--- src/rtl/psram_arbiter_if.sv ---
// Bundle of both requester ports plus the PSRAM word-controller side of the arbiter.
// The slave modport is the arbiter's view; master is the requesters/controller view.
interface psram_arbiter_if;
  logic        p0_req;
  logic        p0_wr;
  logic [21:0] p0_addr;
  logic [31:0] p0_wdata;
  logic        p0_ack;
  logic [31:0] p0_rdata;
  logic        p1_req;
  logic        p1_wr;
  logic [21:0] p1_addr;
  logic [31:0] p1_wdata;
  logic        p1_ack;
  logic [31:0] p1_rdata;
  logic        m_rd;
  logic        m_wr;
  logic [21:0] m_addr;
  logic [31:0] m_wdata;
  logic [31:0] m_q;
  logic        m_busy;
  logic        owner;
  logic        active;

  modport slave (
    input  p0_req, p0_wr, p0_addr, p0_wdata,
    input  p1_req, p1_wr, p1_addr, p1_wdata,
    input  m_q, m_busy,
    output p0_ack, p0_rdata, p1_ack, p1_rdata,
    output m_rd, m_wr, m_addr, m_wdata, owner, active
  );

  modport master (
    output p0_req, p0_wr, p0_addr, p0_wdata,
    output p1_req, p1_wr, p1_addr, p1_wdata,
    output m_q, m_busy,
    input  p0_ack, p0_rdata, p1_ack, p1_rdata,
    input  m_rd, m_wr, m_addr, m_wdata, owner, active
  );
endinterface

--- src/rtl/psram_arbiter.sv ---
// Two-port fixed-priority arbiter in front of the 32-bit PSRAM word controller.
// Define PSRAM_ARB_STARVE_EN to let port 1 win after STARVE_LIMIT port-0 grants.
module psram_arbiter #(
  parameter int unsigned STARVE_LIMIT = 4
) (
  input logic           clk,
  input logic           reset_n,
  psram_arbiter_if.slave bus
);
  typedef enum logic [1:0] {IDLE, WAIT_BUSY, WAIT_DONE, RESP} state_t;

  if (STARVE_LIMIT < 1 || STARVE_LIMIT > 15) begin : g_badLimit
    $error("psram_arbiter: STARVE_LIMIT must be in 1..15");
  end

  state_t      r_state;
  state_t      w_stateNext;
  logic        w_grant;
  logic        w_grantPort;
  logic        w_done;
  logic        w_selWr;
  logic [21:0] w_selAddr;
  logic [31:0] w_selWdata;
  logic        w_starved;

  logic        r_owner;
  logic        r_active;
  logic        r_rd;
  logic        r_wr;
  logic        r_wrOp;
  logic        r_ack0;
  logic        r_ack1;
  logic [21:0] r_addr;
  logic [31:0] r_wdata;
  logic [31:0] r_rdata0;
  logic [31:0] r_rdata1;

`ifdef PSRAM_ARB_STARVE_EN
  logic [3:0] r_starveCnt;

  assign w_starved = (r_starveCnt == 4'(STARVE_LIMIT));

  // Counts port-0 wins while port 1 waits; any IDLE cycle without p1_req forgets the history.
  always_ff @(posedge clk or negedge reset_n) begin
    if (!reset_n) begin
      r_starveCnt <= 4'd0;
    end else if (r_state == IDLE) begin
      if (!bus.p1_req || (w_grant && w_grantPort)) begin
        r_starveCnt <= 4'd0;
      end else if (w_grant && !w_starved) begin
        r_starveCnt <= r_starveCnt + 4'd1;
      end
    end
  end
`else
  assign w_starved = 1'b0;
`endif

  always_ff @(posedge clk or negedge reset_n) begin
    if (!reset_n) begin
      r_state <= IDLE;
    end else begin
      r_state <= w_stateNext;
    end
  end

  always_comb begin
    w_stateNext = r_state;
    w_grant     = 1'b0;
    w_grantPort = 1'b0;
    w_done      = 1'b0;
    case (r_state)
      IDLE: begin
        if (!bus.m_busy && (bus.p0_req || bus.p1_req)) begin
          w_grant     = 1'b1;
          w_grantPort = bus.p1_req && (!bus.p0_req || w_starved);
          w_stateNext = WAIT_BUSY;
        end
      end
      WAIT_BUSY: begin
        if (bus.m_busy) begin
          w_stateNext = WAIT_DONE;
        end
      end
      WAIT_DONE: begin
        if (!bus.m_busy) begin
          w_done      = 1'b1;
          w_stateNext = RESP;
        end
      end
      RESP:    w_stateNext = IDLE;
      default: w_stateNext = IDLE;
    endcase
  end

  assign w_selWr    = w_grantPort ? bus.p1_wr    : bus.p0_wr;
  assign w_selAddr  = w_grantPort ? bus.p1_addr  : bus.p0_addr;
  assign w_selWdata = w_grantPort ? bus.p1_wdata : bus.p0_wdata;

  // Strobes and acks are single-cycle pulses; address, data and owner hold between transactions.
  always_ff @(posedge clk or negedge reset_n) begin
    if (!reset_n) begin
      r_owner  <= 1'b0;
      r_active <= 1'b0;
      r_rd     <= 1'b0;
      r_wr     <= 1'b0;
      r_wrOp   <= 1'b0;
      r_ack0   <= 1'b0;
      r_ack1   <= 1'b0;
      r_addr   <= 22'd0;
      r_wdata  <= 32'd0;
      r_rdata0 <= 32'd0;
      r_rdata1 <= 32'd0;
    end else begin
      r_rd   <= 1'b0;
      r_wr   <= 1'b0;
      r_ack0 <= 1'b0;
      r_ack1 <= 1'b0;
      if (w_grant) begin
        r_owner  <= w_grantPort;
        r_active <= 1'b1;
        r_wrOp   <= w_selWr;
        r_rd     <= !w_selWr;
        r_wr     <= w_selWr;
        r_addr   <= w_selAddr;
        r_wdata  <= w_selWdata;
      end
      if (w_done) begin
        if (r_owner) begin
          r_ack1 <= 1'b1;
        end else begin
          r_ack0 <= 1'b1;
        end
        if (!r_wrOp && r_owner) begin
          r_rdata1 <= bus.m_q;
        end
        if (!r_wrOp && !r_owner) begin
          r_rdata0 <= bus.m_q;
        end
      end
      if (r_state == RESP) begin
        r_active <= 1'b0;
      end
    end
  end

  assign bus.p0_ack   = r_ack0;
  assign bus.p1_ack   = r_ack1;
  assign bus.p0_rdata = r_rdata0;
  assign bus.p1_rdata = r_rdata1;
  assign bus.m_rd     = r_rd;
  assign bus.m_wr     = r_wr;
  assign bus.m_addr   = r_addr;
  assign bus.m_wdata  = r_wdata;
  assign bus.owner    = r_owner;
  assign bus.active   = r_active;
endmodule

--- src/flat_wrapper.sv ---
// flat-port wrapper written by rule: the top's interface ports become plain ports
module psram_arbiter_flat 
#(
  parameter int unsigned STARVE_LIMIT = 4
)
  (clk, reset_n, bus_p0_req, bus_p0_wr, bus_p0_addr, bus_p0_wdata, bus_p1_req, bus_p1_wr, bus_p1_addr, bus_p1_wdata, bus_m_q, bus_m_busy, bus_p0_ack, bus_p0_rdata, bus_p1_ack, bus_p1_rdata, bus_m_rd, bus_m_wr, bus_m_addr, bus_m_wdata, bus_owner, bus_active);
  psram_arbiter_if bus_i ();
  input logic clk;
  input logic reset_n;
  input wire logic [$bits(bus_i.p0_req)-1:0] bus_p0_req;
  input wire logic [$bits(bus_i.p0_wr)-1:0] bus_p0_wr;
  input wire logic [$bits(bus_i.p0_addr)-1:0] bus_p0_addr;
  input wire logic [$bits(bus_i.p0_wdata)-1:0] bus_p0_wdata;
  input wire logic [$bits(bus_i.p1_req)-1:0] bus_p1_req;
  input wire logic [$bits(bus_i.p1_wr)-1:0] bus_p1_wr;
  input wire logic [$bits(bus_i.p1_addr)-1:0] bus_p1_addr;
  input wire logic [$bits(bus_i.p1_wdata)-1:0] bus_p1_wdata;
  input wire logic [$bits(bus_i.m_q)-1:0] bus_m_q;
  input wire logic [$bits(bus_i.m_busy)-1:0] bus_m_busy;
  output wire logic [$bits(bus_i.p0_ack)-1:0] bus_p0_ack;
  output wire logic [$bits(bus_i.p0_rdata)-1:0] bus_p0_rdata;
  output wire logic [$bits(bus_i.p1_ack)-1:0] bus_p1_ack;
  output wire logic [$bits(bus_i.p1_rdata)-1:0] bus_p1_rdata;
  output wire logic [$bits(bus_i.m_rd)-1:0] bus_m_rd;
  output wire logic [$bits(bus_i.m_wr)-1:0] bus_m_wr;
  output wire logic [$bits(bus_i.m_addr)-1:0] bus_m_addr;
  output wire logic [$bits(bus_i.m_wdata)-1:0] bus_m_wdata;
  output wire logic [$bits(bus_i.owner)-1:0] bus_owner;
  output wire logic [$bits(bus_i.active)-1:0] bus_active;
  assign bus_i.p0_req = bus_p0_req;
  assign bus_i.p0_wr = bus_p0_wr;
  assign bus_i.p0_addr = bus_p0_addr;
  assign bus_i.p0_wdata = bus_p0_wdata;
  assign bus_i.p1_req = bus_p1_req;
  assign bus_i.p1_wr = bus_p1_wr;
  assign bus_i.p1_addr = bus_p1_addr;
  assign bus_i.p1_wdata = bus_p1_wdata;
  assign bus_i.m_q = bus_m_q;
  assign bus_i.m_busy = bus_m_busy;
  assign bus_p0_ack = bus_i.p0_ack;
  assign bus_p0_rdata = bus_i.p0_rdata;
  assign bus_p1_ack = bus_i.p1_ack;
  assign bus_p1_rdata = bus_i.p1_rdata;
  assign bus_m_rd = bus_i.m_rd;
  assign bus_m_wr = bus_i.m_wr;
  assign bus_m_addr = bus_i.m_addr;
  assign bus_m_wdata = bus_i.m_wdata;
  assign bus_owner = bus_i.owner;
  assign bus_active = bus_i.active;
  psram_arbiter #(.STARVE_LIMIT(STARVE_LIMIT)) u_core (.clk(clk), .reset_n(reset_n), .bus(bus_i));
endmodule
--- config.mk ---
export PLATFORM = sky130hd
export DESIGN_NAME = psram_arbiter_flat
export DESIGN_NICKNAME = d
export VERILOG_FILES = /design/src/rtl/psram_arbiter_if.sv /design/src/rtl/psram_arbiter.sv /design/src/flat_wrapper.sv
export SDC_FILE = /design/constraint.sdc
export NUM_CORES = 1
export LEC_CHECK = 0
export BUFFER_PORTS_ARGS = -buffer_cell sky130_fd_sc_hd__clkbuf_2
export CORE_MARGIN = 10
export CORE_UTILIZATION = 46
export DETAILED_ROUTE_END_ITERATION = 7
export GPL_TIMING_DRIVEN = 0
export PLACE_DENSITY = 0.8
export SYNTH_ARGS = -nofsm -noshare
export SYNTH_HDL_FRONTEND = slang
export SYNTH_SLANG_ARGS = --single-unit
--- constraint.sdc ---
create_clock -name clk -period 2.3 [get_ports clk]
set_input_delay 0.46 -clock clk [delete_from_list [all_inputs] [get_ports clk]]
set_output_delay 0.46 -clock clk [all_outputs]
set_load 0.02 [all_outputs]
==> impl_metrics.ini <==
[status]
outcome = finished clean

[synthesis]
synthCells = 348
synth-seq-area-share_pct = 56.43
ys.flop_type = dfrtp_1
syn_avg_cell_area_sq_um = 16.18
synth-edff-count = 0
synth_top_area_share_pct = 56.43
mappedNetlistArea_sq_um = 5632
async_flop_share_pct = 100.0
synth_top_cells_by_count = mux2_2 (142), dfrtp_1 (127), mux2_4 (30)
synth_most_common_cell = mux2_2
yosysTopAreaCell = dfrtp_1
synth_nets = 500
synth_area_leaders = dfrtp_1 (56%), mux2_2 (28%), mux2_4 (8.0%), buf_6 (1.6%), ha_1 (1.1%)
ys_ff_latch = 127
yosysUniqueCellTypes = 23
yosys_warnings = 0

[worst_setup_path]
cp-end-kind = flip-flop
crit_type = reg -> reg
slowest_delay_ns = 0.41
cp_cell_sequence = inv_1, ha_1, nor3b_2, buf_2, buf_4, mux2_2
critPathLaunchType = flip-flop
cp.required_ns = 2.59
crit_path_max_fanout = 10
crit_slowest_cell = dfrtp_1
crit_arrival_ns = 2.39

[timing]
slew_headroom_pct = 64.77
max_freq_mhz = 475.5
timing.hold.ws_ns = 0.2930
grt_setup_unrepaired = false
worst_slew_pin_slew_ns = 0.5284
slew_violations = 0
fin_crit_ns = 2.103
clock_skew_ns = 0.005187
finalHoldViolCount = 0
fin_crit_sh_pct = 91.44
setup_viol = 0

[cts]
clk-insertion-delay-late_ns = 0.41
cts_root_buf = clkbuf_16
clk_pin_slew_ns = 0.05
cts_made_buffers = 17
clock-sinks = 127
clockBufferDepth = 2
cts_tree = done
htree_levels = 4
post_cts_buffers = 0

[power]
p_seq_share_pct = 35.3
power.switching_mw = 4.121
peakVddDrop_uv = 716.8
switching_share_pct = 36.96
p_per_area_nw_per_um2 = 1432
p_leak_nw = 3.993
p_clk_share_pct = 23.1
p_int_mw = 7.029
p_comb_share_pct = 41.6

[placement]
gp_congestion = 0.7826
dpl.cell_count = 766
io_buffer_count = 270
dpl.hpwl_um = 12420

[drt]
wl_per_cell_um = 19.37
vias_per_cell = 4.921
drtIter0Drc = 125
totalWireLength_um = 15460
vias = 3927
ant_nets = 0
first_pass_iters = 4
drc = 0

[layout]
layout-drive-gt1-share_pct = 76.19
antenna_cells = 0
num-fill-cells = 924
seq_area_sq_um = 3178
area_growth_pct = 38.28
finalNonFillerCells = 798
fin_nets = 791
multiInputGateArea_sq_um = 2276

[die]
start_util_pct = 46.89
die_x_um = 130.6
pin_count = 271
core_sq_um = 12010
rows = 40
die_h_um = 130.6
fp.dieArea_sq_um = 17070

[global_route]
grt_util_all_layers_pct = 17.91
grt_pass1_vias = 4445
overflow = 0
grt_max_degree = 107
grt_antenna_before_repair = 0
grt_pass1_wl_um = 23710

[flow_run]
drv_cap = 0

[min_path]
hp-class = in -> reg
[power by group through the flow]
stage	registers, mW	logic [mW]	clock network (mW)
after CTS	3.94	4.74	2.63
after detailed placement	3.96	4.73	0
after global routing	4.08	4.93	2.74
after floorplan	5.24	1.60	0
after global placement	3.89	4.60	0
final	3.93	4.64	2.57
[final cells by class]
class	count	area share [%]
Sequential cell	127	40.81
Multi-Input combinational cell	197	29.23
Timing Repair Buffer	272	17.95
Clock buffer	21	5.913
Tap cell	147	2.362
Buffer	20	2.089
Clock inverter	10	1.462
Inverter	4	0.1928
[flip-flops by register name (all words and copies together), names as in the netlist]
name and flops:
u_core.bus.active 1, u_core.bus.m_wdata 32, u_core.bus.p1_ack 1, u_core.r_wrOp 1, u_core.bus.m_wr 1, u_core.bus.m_rd 1
u_core.bus.owner 1, u_core.bus.p0_rdata 32, u_core.r_state 2, u_core.bus.p1_rdata 32, u_core.bus.m_addr 22, u_core.bus.p0_ack 1
[routing by layer]
layer / global-route usage [%] / share of wire [%] / vias up
met5: 0 / 0 / -
met4: 6.802 / 1.7 / 0
met3: 5.318 / 6.5 / 25
met2: 32.50 / 56 / 122
met1: 19.16 / 36 / 1955
li1: - / - / 1825
[per-stage QoR]
| stage | utilization, % | power, mW | area [sq um] | setup TNS [ns] | setup slack (ns) |
|---|---|---|---|---|---|
| floorplan | - | 6.837 | 5632 | 0 | 0.5576 |
| global placement | 59.67 | 8.495 | 7167 | -130.89 | -1.041 |
| detailed placement | 59.97 | 8.685 | 7203 | 0 | 0.1869 |
| CTS | 64.83 | 11.32 | 7787 | 0 | 0.1755 |
| global route | 64.83 | 11.75 | 7787 | 0 | 0.03657 |
| finish | 64.83 | 11.15 | 7787 | 0 | 0.1970 |
[repair_timing]
item                                   in CTS  in global routing
hold buffers                                1                  0
resized for setup                           0                  0
endpoints found under the hold margin      21                  0
[cell families (layout without fill, tap and decap cells)]
logic type,after synthesis,in the layout,synth area share (%)
muxes,176,176,37.12
DFF,127,127,56.43
buffers and inverters,24,327,3.155
and+or+nand+nor,12,12,1.578
adders and majority gates,5,5,1.111
AOI/OAI and AO/OA,4,4,0.6000
[cell usage in the layout, fill, tap and decap left out, types with 2 or more instances in the layout]
| cell | synthesis | routed |
|---|---|---|
| clkinv_4 | 0 | 3 |
| clkbuf_2 | 1 | 270 |
| buf_4 | 5 | 5 |
| mux2i_1 | 3 | 3 |
| buf_2 | 6 | 6 |
| dfrtp_1 | 127 | 127 |
| mux2_4 | 30 | 30 |
| inv_1 | 4 | 4 |
| ha_1 | 5 | 5 |
| bufinv_16 | 0 | 2 |
| nor3b_2 | 2 | 2 |
| clkbuf_16 | 0 | 17 |
| clkinv_2 | 0 | 4 |
| mux2_2 | 142 | 142 |
| and2_1 | 3 | 3 |
| clkbuf_8 | 0 | 3 |
| nand2b_1 | 2 | 2 |
| buf_6 | 8 | 8 |
| clkbuf_1 | 0 | 2 |
[critical path, delay by kind of cell, from the launching register on]
| family | cells | cell delay (ns) |
|---|---|---|
| fa+ha+maj | 1 | 0.20 |
| buf+inv | 3 | 0.68 |
| mux | 1 | 0.35 |
| flops | 1 | 0.41 |
| simple gates | 1 | 0.35 |
[worst paths after layout]
path | to | slack (ns) | cells past startpoint | startpoint
min | u_core.bus.p0_rdata[2] | 0.29 | 2 | bus_m_q[2]
max | u_core.bus.m_wdata[28] | 0.20 | 6 | u_core.r_state[0]
max in group asynchronous | u_core.bus.p0_rdata[31] | 0.99 | 3 | reset_n
min reg2reg | u_core.bus.p0_rdata[2] | 0.50 | 1 | u_core.bus.p0_rdata[2]
min in group asynchronous | u_core.bus.p0_rdata[22] | 0.52 | 2 | reset_n
max reg2reg | u_core.bus.m_wdata[28] | 0.20 | 6 | u_core.r_state[0]
Power figures use the tool's default switching activity.
